### config.mk
export PLATFORM = sky130hd
export DESIGN_NAME = uart_tx_serializer
export DESIGN_NICKNAME = d
export VERILOG_FILES = /design/src/rtl/uart_pkg.sv /design/src/rtl/uart_baud_timer.sv /design/src/rtl/uart_tx_serializer.sv
export SDC_FILE = /design/constraint.sdc
export NUM_CORES = 1
export LEC_CHECK = 0
export CORE_ASPECT_RATIO = 0.6
export CORE_MARGIN = 5
export CORE_UTILIZATION = 45
export DETAILED_ROUTE_END_ITERATION = 8
export GPL_TIMING_DRIVEN = 0
export PLACE_DENSITY = 0.63
export SLEW_MARGIN = 0
export SYNTH_ARGS = -nofsm -noshare
export SYNTH_HDL_FRONTEND = slang
export SYNTH_SLANG_ARGS = --single-unit
### constraint.sdc
create_clock -name clk -period 2 [get_ports clk]
set_input_delay 0.4 -clock clk [delete_from_list [all_inputs] [get_ports clk]]
set_output_delay 0.4 -clock clk [all_outputs]
set_load 0.005 [all_outputs]
### src/rtl/uart_pkg.sv
// Shared types and constants for the UART transmit path.
package uart_pkg;

    // Transmitter frame phases.
    typedef enum logic [2:0] {
        IDLE,
        START,
        DATA,
        PARITY,
        STOP
    } tx_state_t;

    // Encodings of the PARITY parameter.
    localparam int PARITY_NONE = 0;
    localparam int PARITY_EVEN = 1;
    localparam int PARITY_ODD  = 2;

    // System clocks per serial bit; the remainder is dropped.
    function automatic int clks_per_bit(input int clk_freq, input int baud);
        return clk_freq / baud;
    endfunction

endpackage

### src/rtl/uart_baud_timer.sv
// Bit-period timer: counts 0..CLKS_PER_BIT-1 and flags the last cycle of each bit.
module uart_baud_timer #(
    parameter int CLKS_PER_BIT = 10
) (
    input  logic clk,
    input  logic rst_n,
    input  logic restart,
    output logic bit_done
);

    localparam int TW = $clog2(CLKS_PER_BIT);
    localparam logic [TW-1:0] LAST_COUNT = TW'(CLKS_PER_BIT - 1);

    logic [TW-1:0] timer_reg;

    // Count through one bit period and wrap to zero; restart holds it at zero.
    always_ff @(posedge clk or negedge rst_n) begin
        if (!rst_n) begin
            timer_reg <= '0;
        end else if (restart || (timer_reg == LAST_COUNT)) begin
            timer_reg <= '0;
        end else begin
            timer_reg <= timer_reg + TW'(1);
        end
    end

    // High during the final cycle of the current bit.
    assign bit_done = (timer_reg == LAST_COUNT);

endmodule

### src/rtl/uart_tx_serializer.sv
// UART transmitter: accepts one byte per request and serialises it as
// start, 8 data bits LSB first, optional parity, then 1 or 2 stop bits.
module uart_tx_serializer #(
    parameter int CLK_FREQ  = 50000000,
    parameter int BAUD_RATE = 115200,
    parameter int PARITY    = 0,
    parameter int STOP_BITS = 1
) (
    input  logic       clk,
    input  logic       rst_n,
    input  logic [7:0] tx_data,
    input  logic       new_tx_data,
    output logic       tx_busy,
    output logic       tx,
    output logic       tx_overrun
);

    import uart_pkg::*;

    // The PARITY parameter shadows the imported state name, so that state is
    // always written as uart_pkg::PARITY below.
    localparam int   CLKS_PER_BIT = clks_per_bit(CLK_FREQ, BAUD_RATE);
    localparam logic PARITY_EN    = (PARITY != PARITY_NONE);
    localparam logic ODD_FLIP     = (PARITY == PARITY_ODD);
    localparam logic LAST_STOP    = (STOP_BITS == 2);

    if (CLKS_PER_BIT < 4) begin : g_cpb_check
        $error("uart_tx_serializer: CLKS_PER_BIT must be at least 4");
    end
    if ((STOP_BITS != 1) && (STOP_BITS != 2)) begin : g_stop_check
        $error("uart_tx_serializer: STOP_BITS must be 1 or 2");
    end
    if ((PARITY < 0) || (PARITY > 2)) begin : g_parity_check
        $error("uart_tx_serializer: PARITY must be 0, 1 or 2");
    end

    tx_state_t  state_reg, state_next;
    logic [7:0] shift_reg, shift_next;
    logic [2:0] bit_idx_reg, bit_idx_next;
    logic       parity_reg, parity_next;
    logic       stop_idx_reg, stop_idx_next;
    logic       tx_reg, tx_next;
    logic       busy_reg, busy_next;
    logic       overrun_reg, overrun_next;
    logic       bit_done;

    // The timer is parked at zero while idle so the start bit gets a full period.
    uart_baud_timer #(
        .CLKS_PER_BIT(CLKS_PER_BIT)
    ) u_baud_timer (
        .clk     (clk),
        .rst_n   (rst_n),
        .restart (state_reg == IDLE),
        .bit_done(bit_done)
    );

    // State and output registers; reset returns the line high at once.
    always_ff @(posedge clk or negedge rst_n) begin
        if (!rst_n) begin
            state_reg    <= IDLE;
            shift_reg    <= '0;
            bit_idx_reg  <= '0;
            parity_reg   <= 1'b0;
            stop_idx_reg <= 1'b0;
            tx_reg       <= 1'b1;
            busy_reg     <= 1'b0;
            overrun_reg  <= 1'b0;
        end else begin
            state_reg    <= state_next;
            shift_reg    <= shift_next;
            bit_idx_reg  <= bit_idx_next;
            parity_reg   <= parity_next;
            stop_idx_reg <= stop_idx_next;
            tx_reg       <= tx_next;
            busy_reg     <= busy_next;
            overrun_reg  <= overrun_next;
        end
    end

    // Next-state logic: each transition loads the line value for the coming bit.
    always_comb begin
        state_next    = state_reg;
        shift_next    = shift_reg;
        bit_idx_next  = bit_idx_reg;
        parity_next   = parity_reg;
        stop_idx_next = stop_idx_reg;
        tx_next       = tx_reg;
        busy_next     = busy_reg;
        // Any request seen while busy (including the cycle busy drops) is lost.
        overrun_next  = overrun_reg | (new_tx_data & busy_reg);

        unique case (state_reg)
            IDLE: begin
                if (new_tx_data) begin
                    shift_next    = tx_data;
                    parity_next   = (^tx_data) ^ ODD_FLIP;
                    bit_idx_next  = '0;
                    stop_idx_next = 1'b0;
                    tx_next       = 1'b0;
                    busy_next     = 1'b1;
                    state_next    = START;
                end
            end
            START: begin
                if (bit_done) begin
                    tx_next    = shift_reg[0];
                    shift_next = {1'b0, shift_reg[7:1]};
                    state_next = DATA;
                end
            end
            DATA: begin
                if (bit_done) begin
                    if (bit_idx_reg == 3'd7) begin
                        if (PARITY_EN) begin
                            tx_next    = parity_reg;
                            state_next = uart_pkg::PARITY;
                        end else begin
                            tx_next    = 1'b1;
                            state_next = STOP;
                        end
                    end else begin
                        tx_next      = shift_reg[0];
                        shift_next   = {1'b0, shift_reg[7:1]};
                        bit_idx_next = bit_idx_reg + 3'd1;
                    end
                end
            end
            uart_pkg::PARITY: begin
                if (bit_done) begin
                    tx_next    = 1'b1;
                    state_next = STOP;
                end
            end
            STOP: begin
                if (bit_done) begin
                    if (stop_idx_reg == LAST_STOP) begin
                        busy_next  = 1'b0;
                        state_next = IDLE;
                    end else begin
                        stop_idx_next = 1'b1;
                    end
                end
            end
            default: begin
                state_next = IDLE;
            end
        endcase
    end

    assign tx         = tx_reg;
    assign tx_busy    = busy_reg;
    assign tx_overrun = overrun_reg;

endmodule
==> summary.md <==
| Metric | Value |
|---|---|
| Slew Limit Fails | `0` |
| Yosys warns | `0` |
| CTS tree | `built` |
| Syn Inst Count | `117` |
| Relative slew slack | `0.362` |
| Initial detailed-routing violation count | `53` |
| Yosys cell types | `29` |
| Root Driver | `clkbuf_8` |
| Share of cells above drive strength 1 | `0.241` |
| Row count | `15` |
| Leak pwr | `0.000723 µW` |
| Crit path cell chain | `ha_1 -> ha_2 -> o21ai_1 -> o311a_1 -> a21boi_4 -> buf_12 -> mux2_2` |
| Clock buffer depth | `2` |
| CTS buffer count | `3` |
| Period Utilization, post-route | `0.959` |
| Worst stage delay on the critical path | `0.40 ns` |
| # setup viols final | `0` |
| Die Height | `52.2 µm` |
| WL per Instance | `13.9 µm` |
| Drt drc | `0` |
| Setup TNS Final | `0 ns` |
| CP arrival | `2.09 ns` |
| Die X | `80.3 µm` |
| Fillers | `244` |
| Status | `finished clean` |
| Slowest cell on the critical path | `dfrtp_1` |
| Routed vias | `912` |
| PortBufs | `13` |
| Worst slew pin tran | `0.948 ns` |
| Final Core Density | `0.571` |
| Final min period | `1.92 ns` |
| Crit. End Element | `flip-flop` |
| Final net count | `153` |
| H-tree levels | `1` |
| Peak supply drop | `501 µV` |
| Seq/Total Area, Yosys | `0.489` |
| Power per Cell Area | `983 nW/µm²` |
| Reg clk slew, reported paths | `0.10 ns` |
| Number of flip-flops in the largest register | `9` |
| Clock Latency Late Sink | `0.28 ns` |
| Critical Path Start Type | `flip-flop` |
| Hold Fails Final Rpt | `0` |
| Worst Hold Slack | `0.115 ns` |
| Worst-path maximum fanout | `7` |
| Syn_nets | `132` |
| Dpl hpwl | `1.80 mm` |
| Hold Path Class | `in2async` |
| Synth Area per Inst | `11.4 µm²` |
| Antenna Nets Post-Route | `0` |
| Grt ovf | `0` |
| Unrepaired setup endpoints after global routing | `false` |
| Synthesized flop and latch total | `26` |
| Final Instance Area | `1630 µm²` |
| Die area | `4190 µm²` |
| Hold_buf cts | `0` |
| Core Region | `2850 µm²` |
| Crit Path Category | `reg2reg` |
| Avg Vias per Cell | `5.09` |
| Starting density of the core | `0.467` |
| Mapped Area | `1330 µm²` |
| Crit path required time | `2.17 ns` |
| Routability cong. | `0.764` |
| Vias in the first global route | `941` |
| Global-route wire length before repair | `4.35 mm` |
| Diodes inserted | `0` |
| Initial DRT Pass Iterations | `4` |
| Peak Freq | `521 MHz` |
| Largest net degree at the start of global routing | `27` |
| Area grow syn2layout | `22.3%` |
| Routed WL | `2.49 mm` |
| Number of antenna violations at the first check in global routing | `0` |
| Max cap viols | `0` |
| TritonCTS Sinks | `26` |
| Fin Clk Skew | `0.00930 ns` |
| Ports | `14` |
| Placed Area | `1520 µm²` |
| GRT Overall Usage | `0.137` |
worst max-delay path, delay by kind of cell, from the launching register on:
| family | cells | cell delay [ns] |
|---|---|---|
| compound gates | 3 | 0.55 |
| flops | 1 | 0.40 |
| fa+ha+maj | 2 | 0.39 |
| mux | 1 | 0.33 |
| buf+inv | 1 | 0.15 |
through the flow:
stage / setup slack (ns) / cells / power [µW]
after floorplan: 0.185 / 117 / 1020
after global placement: 0.00820 / 172 / 1110
after detailed placement: -0.0317 / 172 / 1140
after CTS: 0.0153 / 177 / 1590
after global routing: 0.0250 / 179 / 1710
final: 0.0819 / 179 / 1600
report_power, final:
group | switching [µW] | internal [µW] | leakage, µW
logic | 160 | 244 | 0.000364
registers | 97.0 | 659 | 0.000323
clock network | 175 | 268 | 0.0000357
total | 432 | 1170 | 0.000723
synth_stat cells, drive strengths merged:
master  instances  share of area
o21ai           4          0.015
nor2           17          0.054
a21o            1         0.0056
and4b           1         0.0085
xor2            1         0.0066
nand4           2          0.021
nand3b          2          0.011
buf             3          0.015
inv             7          0.020
a32o            2          0.015
ha              4          0.038
o311a           1         0.0075
mux2           15           0.13
mux2i           3          0.023
xnor2           7          0.052
a21oi           3          0.011
a21boi          1          0.014
or3b            1         0.0066
dfstp           1          0.020
nor3            4          0.015
dfrtp          25           0.47
o31ai           3          0.017
nor2b           1         0.0047
nand3           3          0.011
nand2           5          0.014
routing by layer:
metal | routed length [µm] | vias to the layer above | GRT usage | part of all wire
li1 | - | 448 | - | -
met1 | 1330 | 443 | 0.194 | 0.53
met2 | 1050 | 19 | 0.207 | 0.42
met3 | 95 | 2 | 0.0450 | 0.038
met4 | 13 | 0 | 0.0253 | 0.0052
met5 | 0 | - | 0 | 0
final timing paths:
path	startpoint	end	slack [ns]	cells after the start
worst max-delay path	bit_idx_reg[0]	shift_reg[6]	0.08	7
worst min-delay path	rst_n	u_baud_timer.timer_reg[1]	0.12	1
worst max register to register	bit_idx_reg[0]	shift_reg[6]	0.08	7
worst min register to register	tx_overrun	tx_overrun	0.46	1
max in group asynchronous	rst_n	shift_reg[0]	1.50	1
min in group clk	tx_overrun	tx_overrun	0.46	1
cells in the final DEF, fill, tap and decap left out, types with 2 or more instances in the layout:
cell type	Yosys	final
a21oi_1	3	3
nand3b_1	2	2
clkdlybuf4s50_1	0	12
nand2_1	5	5
nor2_1	16	16
mux2_2	15	12
clkbuf_8	0	3
o21ai_0	4	3
mux2i_1	3	3
ha_1	4	3
nand3_1	3	3
nor3_1	4	4
a32o_1	2	2
buf_4	2	4
mux2_4	0	3
buf_2	1	2
inv_1	7	7
xnor2_1	6	6
dfrtp_1	25	25
o31ai_1	3	3
final cells by class:
cell class | count | area [µm²] | area share
inverter | 7 | 26.3 | 0.0161
timing repair buffer | 16 | 160 | 0.0982
multi-input combinational | 81 | 648 | 0.398
buffer | 3 | 20.0 | 0.0123
sequential | 26 | 652 | 0.400
clock inverter | 1 | 30.0 | 0.0184
clock buffer | 3 | 41.3 | 0.0253
tap | 42 | 52.6 | 0.0322
cells by family after synthesis:
| group | synth area share |
|---|---|
| AO/OA/AOI/OAI | 0.0854 |
| XOR/XNOR | 0.0582 |
| adder cells (fa/ha/maj) | 0.0376 |
| buffers and inverters | 0.0347 |
| flip-flops | 0.489 |
| multiplexers | 0.149 |
| AND/OR/NAND/NOR | 0.146 |
timing repair:
action / 4_1_cts / 5_1_grt
cloned: 0 / 0
pin swaps: 1 / 1
buffers inserted: 1 / 2
gates resized for setup: 1 / 4
endpoints found under the setup margin: 7 / 7
(Power assumes the default switching activity.)
